`config.mk`:
```
export PLATFORM = sky130hd
export DESIGN_NAME = spi_master
export DESIGN_NICKNAME = d
export VERILOG_FILES = /design/src/rtl/spi_master.sv
export SDC_FILE = /design/constraint.sdc
export NUM_CORES = 1
export LEC_CHECK = 0
export BUFFER_PORTS_ARGS = -buffer_cell sky130_fd_sc_hd__buf_2
export CORE_MARGIN = 3
export CORE_UTILIZATION = 49
export CTS_BUF_LIST = sky130_fd_sc_hd__clkbuf_8 sky130_fd_sc_hd__clkbuf_16
export CTS_CLUSTER_DIAMETER = 30
export DETAILED_ROUTE_END_ITERATION = 16
export HOLD_SLACK_MARGIN = 0.06
export PLACE_DENSITY = 0.74
export SLEW_MARGIN = 30
export SYNTH_ARGS = -nofsm -noshare
export SYNTH_HDL_FRONTEND = slang
export SYNTH_SLANG_ARGS = --single-unit
```
`constraint.sdc`:
```
create_clock -name CLK -period 1.55 [get_ports CLK]
set_input_delay 0.2325 -clock CLK [delete_from_list [all_inputs] [get_ports CLK]]
set_output_delay 0.2325 -clock CLK [all_outputs]
set_load 0.005 [all_outputs]
```
`src/rtl/spi_master.sv`:
```
`default_nettype none
// +----------------------------------------------------------------------------+
// | Module      : spi_master                                                   |
// | Description : SPI initiator for the CPLD board-control slave; writes one   |
// |               byte and captures one byte per transaction.                  |
// | Option      : SPI_MISO_CHECK_EN enables the MISO_ENA fault flag on ERR.    |
// | Revision    : 1.0 - initial release                                        |
// +----------------------------------------------------------------------------+
module spi_master #(
  parameter int HALF = 4,
  parameter int NCLK = 10
) (
  input  logic       CLK,
  input  logic       RESET,
  input  logic       START,
  input  logic [1:0] ADDR,
  input  logic [7:0] WDATA,
  output logic       BUSY,
  output logic       DONE,
  output logic [7:0] RDATA,
  output logic       ERR,
  output logic       SPICLK,
  output logic       SPIMOSI,
  output logic       SPICS_N,
  output logic [1:0] SPIADDR,
  input  logic       SPIMISO,
  input  logic       MISO_ENA
);

  localparam int            CW        = (HALF > 1) ? $clog2(HALF) : 1;
  localparam logic [CW-1:0] c_half_m1 = CW'(HALF - 1);
  localparam logic [3:0]    c_last_bit = 4'(NCLK - 1);

  typedef enum logic [2:0] {
    S_IDLE  = 3'd0,
    S_SETUP = 3'd1,
    S_LOW   = 3'd2,
    S_HIGH  = 3'd3,
    S_HOLD  = 3'd4,
    S_GAP   = 3'd5
  } state_t;

  state_t        state_q;
  logic [CW-1:0] cnt_q;
  logic [CW-1:0] cnt_d;
  logic [3:0]    bit_q;
  logic [7:0]    wsh_q;
  logic [15:0]   cap_q;
  logic          busy_q;
  logic          done_q;
  logic [7:0]    rdata_q;
  logic          sclk_q;
  logic          mosi_q;
  logic          cs_n_q;
  logic [1:0]    addr_q;
  logic          cnt_zero;

  assign cnt_d    = cnt_q - CW'(1);
  assign cnt_zero = (cnt_q == '0);

`ifdef SPI_MISO_CHECK_EN
  logic err_q;
  logic bad_q;
  logic unused_bits;
  assign ERR         = err_q;
  assign unused_bits = cap_q[15];
`else
  logic unused_bits;
  assign ERR         = 1'b0;
  assign unused_bits = ^{cap_q[15], MISO_ENA};
`endif

  always_ff @(posedge CLK) begin
    if (RESET) begin
      state_q <= S_IDLE;
      cnt_q   <= '0;
      bit_q   <= '0;
      wsh_q   <= '0;
      cap_q   <= '0;
      busy_q  <= 1'b0;
      done_q  <= 1'b0;
      rdata_q <= 8'h00;
      sclk_q  <= 1'b0;
      mosi_q  <= 1'b0;
      cs_n_q  <= 1'b1;
      addr_q  <= 2'b11;
`ifdef SPI_MISO_CHECK_EN
      err_q   <= 1'b0;
      bad_q   <= 1'b0;
`endif
    end else begin
      done_q <= 1'b0;
      case (state_q)
        S_IDLE: begin
          if (START) begin
            wsh_q   <= WDATA;
            addr_q  <= ADDR;
            cs_n_q  <= 1'b0;
            busy_q  <= 1'b1;
            cap_q   <= '0;
            bit_q   <= '0;
            cnt_q   <= c_half_m1;
            state_q <= S_SETUP;
`ifdef SPI_MISO_CHECK_EN
            bad_q   <= 1'b0;
`endif
          end
        end
        S_SETUP: begin
          if (cnt_zero) begin
            mosi_q  <= wsh_q[7];
            wsh_q   <= {wsh_q[6:0], 1'b0};
            cnt_q   <= c_half_m1;
            state_q <= S_LOW;
          end else begin
            cnt_q <= cnt_d;
          end
        end
        S_LOW: begin
          if (cnt_zero) begin
            sclk_q  <= 1'b1;
            cap_q   <= {cap_q[14:0], SPIMISO};
            cnt_q   <= c_half_m1;
            state_q <= S_HIGH;
`ifdef SPI_MISO_CHECK_EN
            bad_q   <= bad_q | ~MISO_ENA;
`endif
          end else begin
            cnt_q <= cnt_d;
          end
        end
        S_HIGH: begin
          if (cnt_zero) begin
            sclk_q <= 1'b0;
            cnt_q  <= c_half_m1;
            if (bit_q == c_last_bit) begin
              mosi_q  <= 1'b0;
              state_q <= S_HOLD;
            end else begin
              // The write byte empties after 8 shifts, so trailing bits drive 0.
              mosi_q  <= wsh_q[7];
              wsh_q   <= {wsh_q[6:0], 1'b0};
              bit_q   <= bit_q + 4'd1;
              state_q <= S_LOW;
            end
          end else begin
            cnt_q <= cnt_d;
          end
        end
        S_HOLD: begin
          if (cnt_zero) begin
            cs_n_q  <= 1'b1;
            done_q  <= 1'b1;
            rdata_q <= cap_q[7:0];
            cnt_q   <= c_half_m1;
            state_q <= S_GAP;
`ifdef SPI_MISO_CHECK_EN
            err_q   <= bad_q;
`endif
          end else begin
            cnt_q <= cnt_d;
          end
        end
        S_GAP: begin
          if (cnt_zero) begin
            busy_q  <= 1'b0;
            state_q <= S_IDLE;
          end else begin
            cnt_q <= cnt_d;
          end
        end
        default: state_q <= S_IDLE;
      endcase
    end
  end

  assign BUSY    = busy_q;
  assign DONE    = done_q;
  assign RDATA   = rdata_q;
  assign SPICLK  = sclk_q;
  assign SPIMOSI = mosi_q;
  assign SPICS_N = cs_n_q;
  assign SPIADDR = addr_q;

endmodule
`default_nettype wire

```
==> run metrics, run 1 <==
Clk network pwr share=roughly 19%; hold crit path type=input port to register; # setup viols final=2; Max Slew Vio Count=0; wire per inst=between 10 and 15 um; root buf cell=clkbuf_8; number of cells after detailed placement=a little under 300; cell internal pwr=around 2400 uW; CTS sink count=40; post-layout net count=between 200 and 300; H-tree Lvls=2; Final period util=102.3%; Clock Latency Late Sink=approximately 0.29 ns; status=complete, but fails checks; leakage=between 0.001 and 0.0015 uW; Area Overhead vs Synth=27.94%; Ys Warns=0; clock-pin slew on the worst setup and hold paths=about 0.08 ns; CTS tree=built; Post-Syn Area=about 1800 um^2; via count=roughly 1,600; I/O pin cnt=31; Hold Vio Cnt, Final=0; most frequent cells in the layout=dfxtp_1 (39), buf_4 (29), buf_2 (28); Die H=between 60 and 70 um; sequential power share=a little over a third; post-synth top area share=43.51%; failing checks=setup timing; RSZ-0062 raised after global routing=yes; largest net degree at the start of global routing=26; required time worst endpoint=roughly 1.8 ns; HPWL after DPL=2622 um; PortBufs=28; area leader, netlist=dfxtp_1; final worst slack=-0.03631 ns; die area=approximately 4500 um^2; Post-DRT Antenna Nets=0; final WL=between 3000 and 4000 um; ANT cells=0; setup TNS=-0.04129 ns; TritonCTS Buffers=5; synthesized net count=229; initial DRC count=105; Avg Cell Area, Syn=around 8.7 um^2; Yosys reg bits=40; initial antenna violation count=0; Via density=between 5 and 6; Sw Share=34.91%; commonest non-fill, non-tap cell in the layout=dfxtp_1; cts hold-fix bufs=0; achievable frequency=0.6304 GHz; post-synth cell types=44; fraction of layout cells with a size suffix above 1=a little under a third; pwr dens=between 1500 and 2000 nW/um^2; GP Congestion=just under 0.8; ranking of synthesized cells by area=dfxtp_1 (44%), mux2i_1 (6.0%), nand2_1 (4.9%); total global routing overflow=0; first-pass GRT wire length=approximately 6500 um; Crit Path Class=register to register; Critical Path End Type=register; drc violations=0; Clock Tree Buf Depth=2; Final Core Density=between 60% and 70%; Combinational Power Share=between 40% and 50%; NetSw=approximately 1300 uW; max-cap viol count=0; Worst setup SP type=register; Clock Skews=~0.0050 ns; Total Routing Usage GR=between 10% and 20%; Finished Layout Cells=slightly above 300; drt pass-1 iters=4; vias in the first global route=1,432; chip width=67.29 um; critical path fanouts, max=15; CP arrival=~1.8 ns; Seq/Total Area, Yosys=approximately 44%; num rows=21; Initial Util=~53%; Core Region=between 3000 and 4000 um^2; Min Clock Period, post-route=about 1.6 ns; WHS=approximately 0.14 ns; Max VDD drop=1076 uV; cells after synthesis=211
-- power by group through the flow --
stage          combinational (uW)  sequential [uW]  clock, uW
2_1_floorplan                1050             1300          0
3_3_place_gp                 1460             1310          0
3_5_place_dp                 1480             1320          0
4_1_cts                      1610             1300        744
5_1_grt                      1890             1320        792
6_report                     1710             1300        725
-- layout make-up --
class,instances,area (um^2)
Clock buffer,6,82.58
Clock inverter,2,13.76
Fill cell,290,1114
Inverter,5,18.77
Multi-Input combinational cell,149,991.0
Sequential cell,40,802.0
Tap cell,46,57.56
Timing Repair Buffer,59,389.1
-- final timing paths --
check                           startpoint    endpoint  depth (start not counted)  slack (ns)
worst min-delay path               ADDR[0]  SPIADDR[0]                          2        0.14
worst min register to register    RDATA[4]    RDATA[4]                          2        0.45
worst max register to register  state_q[2]    wsh_q[5]                          5       -0.04
worst max-delay path            state_q[2]    wsh_q[5]                          5       -0.04
-- what timing repair did --
action | 4_1_cts | 5_1_grt
setup buffers | 2 | 4
cloned | 0 | 0
pin swaps | 1 | 1
endpoints found under the setup margin | 10 | 13
gates resized for setup | 6 | 5
-- state kept, by name, indices dropped and copies added (netlist names) --
register	count
BUSY	1
SPICLK	1
SPIMOSI	1
DONE	1
state_q	3
cnt_q	2
RDATA	8
wsh_q	8
SPIADDR	2
bit_q	4
SPICS_N	1
cap_q	8
-- Yosys cell counts, drive strengths merged --
library cell and n:
clkbuf 10, a21oi 15, buf 7, a221oi 1
inv 5, and3 1, and4b 1, nand3b 1
mux2i 11, or2 1, o2bb2ai 1, nand2 24
or4 3, dfxtp 40, conb 1, nand2b 13
ha 3, a211o 4, xnor2 1, or3 2
o211ai 1, and3b 1, o2bb2a 1, nand3 11
a21boi 1, nor3 6, or4b 1, a211oi 8
nor2b 2, o32ai 1, nor2 15, o311a 1
and2 2, o221ai 1, xor2 1, nand4 2
o21ai 10, a32oi 1
-- cells by family after synthesis --
kind of cell | Yosys count | share of synthesized area, %
flip-flops | 40 | 43.51
buffers and inverters | 22 | 5.438
AND/OR/NAND/NOR | 86 | 24.07
multiplexers | 11 | 5.983
other | 1 | 0.2037
XOR/XNOR | 2 | 0.9519
adder cells (fa/ha/maj) | 3 | 2.040
AO/OA/AOI/OAI | 46 | 17.81
-- critical path, stage by stage (launching register included) --
cell and delay [ns]:
dfxtp_1 0.31, or4b_4 0.56, a32oi_4 0.20, buf_12 0.16
nor2_1 0.05, a211oi_1 0.21
-- stage by stage --
| step | total power (uW) | setup slack, ns | instance area (um^2) |
|---|---|---|---|
| after floorplan | 2354 | 0.005383 | 1853 |
| after global placement | 2776 | -0.007975 | 2160 |
| after detailed placement | 2801 | -0.04689 | 2160 |
| after CTS | 3652 | -0.02592 | 2300 |
| after global routing | 4009 | -0.1282 | 2355 |
| final | 3740 | -0.03631 | 2355 |
-- routing by layer --
layer	GRT usage, %	vias up	routed length (um)
li1	-	835	-
met1	25.88	765	1864
met2	28.96	40	1824
met3	5.657	4	194
met4	6.329	0	42
met5	0	-	0
No activity file was read; power rests on OpenSTA's default activity.
==> run 2, diff against run 1 <==
--- a/config.mk
+++ b/config.mk
@@ -7,12 +7,13 @@
 export LEC_CHECK = 0
 export BUFFER_PORTS_ARGS = -buffer_cell sky130_fd_sc_hd__buf_2
 export CORE_MARGIN = 3
-export CORE_UTILIZATION = 49
+export CORE_UTILIZATION = 50
 export CTS_BUF_LIST = sky130_fd_sc_hd__clkbuf_8 sky130_fd_sc_hd__clkbuf_16
 export CTS_CLUSTER_DIAMETER = 30
+export CTS_CLUSTER_SIZE = 12
 export DETAILED_ROUTE_END_ITERATION = 16
 export HOLD_SLACK_MARGIN = 0.06
-export PLACE_DENSITY = 0.74
+export PLACE_DENSITY_LB_ADDON = 0.15
 export SLEW_MARGIN = 30
 export SYNTH_ARGS = -nofsm -noshare
 export SYNTH_HDL_FRONTEND = slang
==> constraint.sdc (replaced) <==
create_clock -name CLK -period 1.8 [get_ports CLK]
set_input_delay 0.27 -clock CLK [delete_from_list [all_inputs] [get_ports CLK]]
set_output_delay 0.27 -clock CLK [all_outputs]
set_load 0.005 [all_outputs]
==> run metrics, run 2 (synthesis results as in run 1) <==
status=finished clean; Min Clock Period, post-route=about 1.7 ns; Worst setup SP type=register; slowest stage cell, crit path=dfxtp_1; Bufs and invs on worst path=1; Area Overhead vs Synth=20.26%; achievable frequency=approximately 0.6 GHz; via count=~1,500; GP Congestion=just under 0.8; Hold Vio Cnt, Final=0; setup TNS=0 ns; chip width=roughly 67 um; drt pass-1 iters=4; Max Slew Vio Count=0; Via density=between 5 and 6; CTS tree=built; num rows=21; total global routing overflow=0; # setup viols final=0; drc violations=0; required time worst endpoint=~2.0 ns; Clock Latency Late Sink=0.29 ns; wire per inst=13.40 um; post-layout net count=~260; Largest stage delay, worst path=0.36 ns; Crit Path Class=register to register; initial DRC count=89; most frequent cells in the layout=dfxtp_1 (40), buf_2 (28), nand2_1 (24); Die H=approximately 67 um; die area=between 4000 and 5000 um^2; Final period util=94.40%; CTS sink count=40; I/O pin cnt=31; post-CTS setup buffers=0; commonest non-fill, non-tap cell in the layout=dfxtp_1; vias in the first global route=between 1,500 and 2,000; leakage=roughly 0.00093 uW; HPWL after DPL=between 2000 and 3000 um; clock-pin slew on the worst setup and hold paths=about 0.070 ns; hold crit path type=input port to register; Critical Path End Type=register; initial antenna violation count=0; H-tree Lvls=2; Initial Util=a little over half; fraction of layout cells with a size suffix above 1=between 20% and 30%; pwr dens=approximately 1400 nW/um^2; largest net degree at the start of global routing=20; Clock Tree Buf Depth=2; first-pass GRT wire length=between 6000 and 7000 um; Max VDD drop=around 950 uV; max-cap viol count=0; critical path fanouts, max=10; final WL=roughly 3800 um; WHS=0.1948 ns; CP arrival=~1.9 ns; worst path cell trace=inv_1 -> ha_2 -> or2_2 -> o221ai_1 -> o2bb2a_1 -> nor2_1; Clock Skews=around 0.0076 ns; Post-DRT Antenna Nets=0; PortBufs=28; TritonCTS Buffers=5; Total Routing Usage GR=19.75%; family with the most delay on the worst path=compound AO/OA/AOI/OAI gates; RSZ-0062 raised after global routing=no; root buf cell=clkbuf_8; ANT cells=0; Core Region=between 3000 and 4000 um^2
-- run 2: cell types whose count changed in the layout (fill, tap and decap cells not counted), moves of 2 or more --
cell and change:
a21oi_1 +2, a21oi_2 -2, buf_4 -21, buf_12 +2, bufinv_16 +2
-- run 2: through the flow --
| stage | power, uW | instances | cell area, um^2 | utilization, % | setup slack (ns) |
|---|---|---|---|---|---|
| floorplan | 1999 | 211 | 1841 | - | 0.1172 |
| global placement | 2296 | 279 | 2077 | 60.34 | 0.07892 |
| detailed placement | 2359 | 279 | 2077 | 60.34 | 0.02439 |
| CTS | 3202 | 286 | 2206 | 64.09 | 0.01111 |
| global route | 3408 | 286 | 2213 | 64.30 | 0.008753 |
| finish | 3198 | 286 | 2213 | 64.30 | 0.1007 |
-- run 2: worst reg2reg max path, cell delays in order (launching register included) --
cell and delay, ns:
dfxtp_1 0.36, inv_1 0.08, ha_2 0.26, or2_2 0.30, o221ai_1 0.33, o2bb2a_1 0.21
nor2_1 0.04
-- run 2: where the power goes --
part	internal, uW	switching [uW]
logic	566	662
registers	1040	93.7
clock network	545	294
total	2150	1050
-- run 2: area by class of cell --
type	instances	area, um^2
Fill cell	299	1229
Timing Repair Buffer	39	260.3
Inverter	5	18.77
Clock buffer	5	68.82
Sequential cell	40	800.8
Multi-Input combinational cell	149	947.2
Tap cell	46	57.56
Clock inverter	2	60.06
-- run 2: worst paths after layout --
path / end / cells past startpoint / start / slack [ns]
max: state_q[2] / 6 / cnt_q[0] / 0.10
max reg2reg: state_q[2] / 6 / cnt_q[0] / 0.10
min: SPIADDR[0] / 2 / ADDR[0] / 0.19
min reg2reg: RDATA[1] / 2 / RDATA[1] / 0.45
-- run 2: what timing repair did --
item	4_1_cts	5_1_grt
endpoints found under the setup margin	0	20
hold buffers	0	0
gates resized for setup	0	2
-- run 2: per-layer routing --
metal / share of wire [%] / up-vias / track usage, %
met2: 48 / 38 / 32.92
li1: - / 788 / -
met5: 0 / - / 0
met3: 5.1 / 6 / 5.734
met1: 46 / 709 / 23.88
met4: 1.4 / 0 / 7.360
==> run 3, diff against run 2 <==
--- a/config.mk
+++ b/config.mk
@@ -6,14 +6,17 @@
 export NUM_CORES = 1
 export LEC_CHECK = 0
 export BUFFER_PORTS_ARGS = -buffer_cell sky130_fd_sc_hd__buf_2
+export CELL_PAD_IN_SITES_DETAIL_PLACEMENT = 1
+export CELL_PAD_IN_SITES_GLOBAL_PLACEMENT = 2
 export CORE_MARGIN = 3
-export CORE_UTILIZATION = 50
+export CORE_UTILIZATION = 33
 export CTS_BUF_LIST = sky130_fd_sc_hd__clkbuf_8 sky130_fd_sc_hd__clkbuf_16
 export CTS_CLUSTER_DIAMETER = 30
 export CTS_CLUSTER_SIZE = 12
 export DETAILED_ROUTE_END_ITERATION = 16
 export HOLD_SLACK_MARGIN = 0.06
 export PLACE_DENSITY_LB_ADDON = 0.15
+export SKIP_CTS_REPAIR_TIMING = 1
 export SLEW_MARGIN = 30
 export SYNTH_ARGS = -nofsm -noshare
 export SYNTH_HDL_FRONTEND = slang
==> run metrics, run 3 (synthesis results as in run 1) <==
Post-DRT Antenna Nets=0; Finished Layout Cells=roughly 310; largest net degree at the start of global routing=27; wire per inst=between 10 and 15 um; chip width=a little over 80 um; CTS tree=built; Die H=a little over 80 um; die area=between 6000 and 7000 um^2; worst path cell trace=or4b_4 -> a32oi_4 -> buf_12 -> nor2_1 -> a211oi_1; met3 usage=just under 4%; Bufs and invs on worst path=1; RSZ-0062 raised after global routing=no; root buf cell=clkbuf_8; WHS=approximately 0.18 ns; commonest non-fill, non-tap cell in the layout=dfxtp_1; family with the most delay on the worst path=simple AND/OR/NAND/NOR gates; via count=~1,600; first-pass GRT wire length=just under 8000 um; pwr dens=between 1000 and 1500 nW/um^2; status=finished clean; achievable frequency=approximately 0.60 GHz; num rows=26; Core Region=5238 um^2; Initial Util=35.14%; clock-pin slew on the worst setup and hold paths=roughly 0.080 ns; total chip power=between 3000 and 4000 uW; required time worst endpoint=2.02 ns; Worst setup SP type=register; vias in the first global route=1,653; hold crit path type=input port to register; CP arrival=approximately 1.9 ns; fill count=640; Largest stage delay, worst path=about 0.58 ns; Critical Path End Type=register; busiest metal layer after global routing=met2; PortBufs=28; final WL=approximately 4500 um; drt pass-1 iters=4; Max Slew Vio Count=0; Area Overhead vs Synth=21.28%; initial antenna violation count=0; Worst path depth=5; Max VDD drop=442.2 uV; Clock Latency Late Sink=~0.30 ns; # setup viols final=0; H-tree Lvls=2; CTS sink count=40; Clock Tree Buf Depth=2; ANT cells=0; most frequent cells in the layout=dfxtp_1 (40), buf_2 (28), nand2_1 (24); critical path fanouts, max=16; leakage=just over 0.0009 uW; R2R depth=5; HPWL after DPL=3181 um; initial DRC count=just under 60; Clock Skews=0.007699 ns; post-layout net count=about 260; Via density=between 5 and 6; total global routing overflow=0; cell area after layout=2232 um^2; max-cap viol count=0; GP Congestion=~0.77; fraction of layout cells with a size suffix above 1=between 20% and 30%; met1 usage=18.47%; Total Routing Usage GR=15.34%; Final period util=92.98%; TritonCTS Buffers=5; I/O pin cnt=31; Min Clock Period, post-route=1.674 ns; number of cells after detailed placement=304; placed instance area=about 2100 um^2; drc violations=0; hold depth=2; Crit Path Class=register to register; slowest stage cell, crit path=or4b_4; setup TNS=0 ns; Hold Vio Cnt, Final=0; met2 Resource Use GR=25.58%
-- run 3: cell types whose count changed in the layout (fill, tap and decap cells not counted) --
cell / before / now
buf_12: 3 / 2
o221ai_2: 0 / 1
bufinv_16: 2 / 1
clkinv_4: 0 / 1
o221ai_1: 1 / 0
clkbuf_8: 5 / 6
a211oi_1: 5 / 6
buf_4: 8 / 10
a211oi_2: 3 / 2
-- run 3: area by class of cell --
type | instances | area, um^2 | share of cell area (%)
clock buffer | 6 | 82.58 | 3.700
clock inverter | 2 | 38.79 | 1.738
inverter | 5 | 18.77 | 0.8408
multi-input combinational | 149 | 948.4 | 42.49
sequential | 40 | 800.8 | 35.87
tap | 70 | 87.58 | 3.924
timing repair buffer | 40 | 255.2 | 11.43
-- run 3: final timing paths --
kind / to / startpoint / slack [ns]
hold reg to reg: RDATA[7] / RDATA[7] / 0.46
setup / recovery: wsh_q[6] / state_q[1] / 0.13
hold / removal: SPIADDR[0] / ADDR[0] / 0.18
setup reg to reg: wsh_q[6] / state_q[1] / 0.13
-- run 3: metrics by stage --
stage	util (%)	worst slack [ns]
floorplan	-	0.1172
global placement	40.13	0.1011
detailed placement	40.13	0.06954
CTS	42.45	0.01871
global route	42.62	0.04297
finish	42.62	0.1264
-- run 3: metal layers --
metal  vias up  part of all wire [%]
li1        796                     -
met3         7                   3.9
met5         -                     0
met2        25                    49
met1       758                    46
met4         0                   1.5
-- run 3: report_power, final --
part	internal, uW	leakage (uW)	switching [uW]
Sequential	1040	0.000326	89.3
Clock	454	0.0000614	339
Combinational	580	0.000537	689
-- run 3: worst reg2reg max path, stage by stage (launching register included) --
cell and delay, ns:
dfxtp_1 0.35, or4b_4 0.58, a32oi_4 0.24, buf_12 0.17
nor2_1 0.05, a211oi_1 0.20
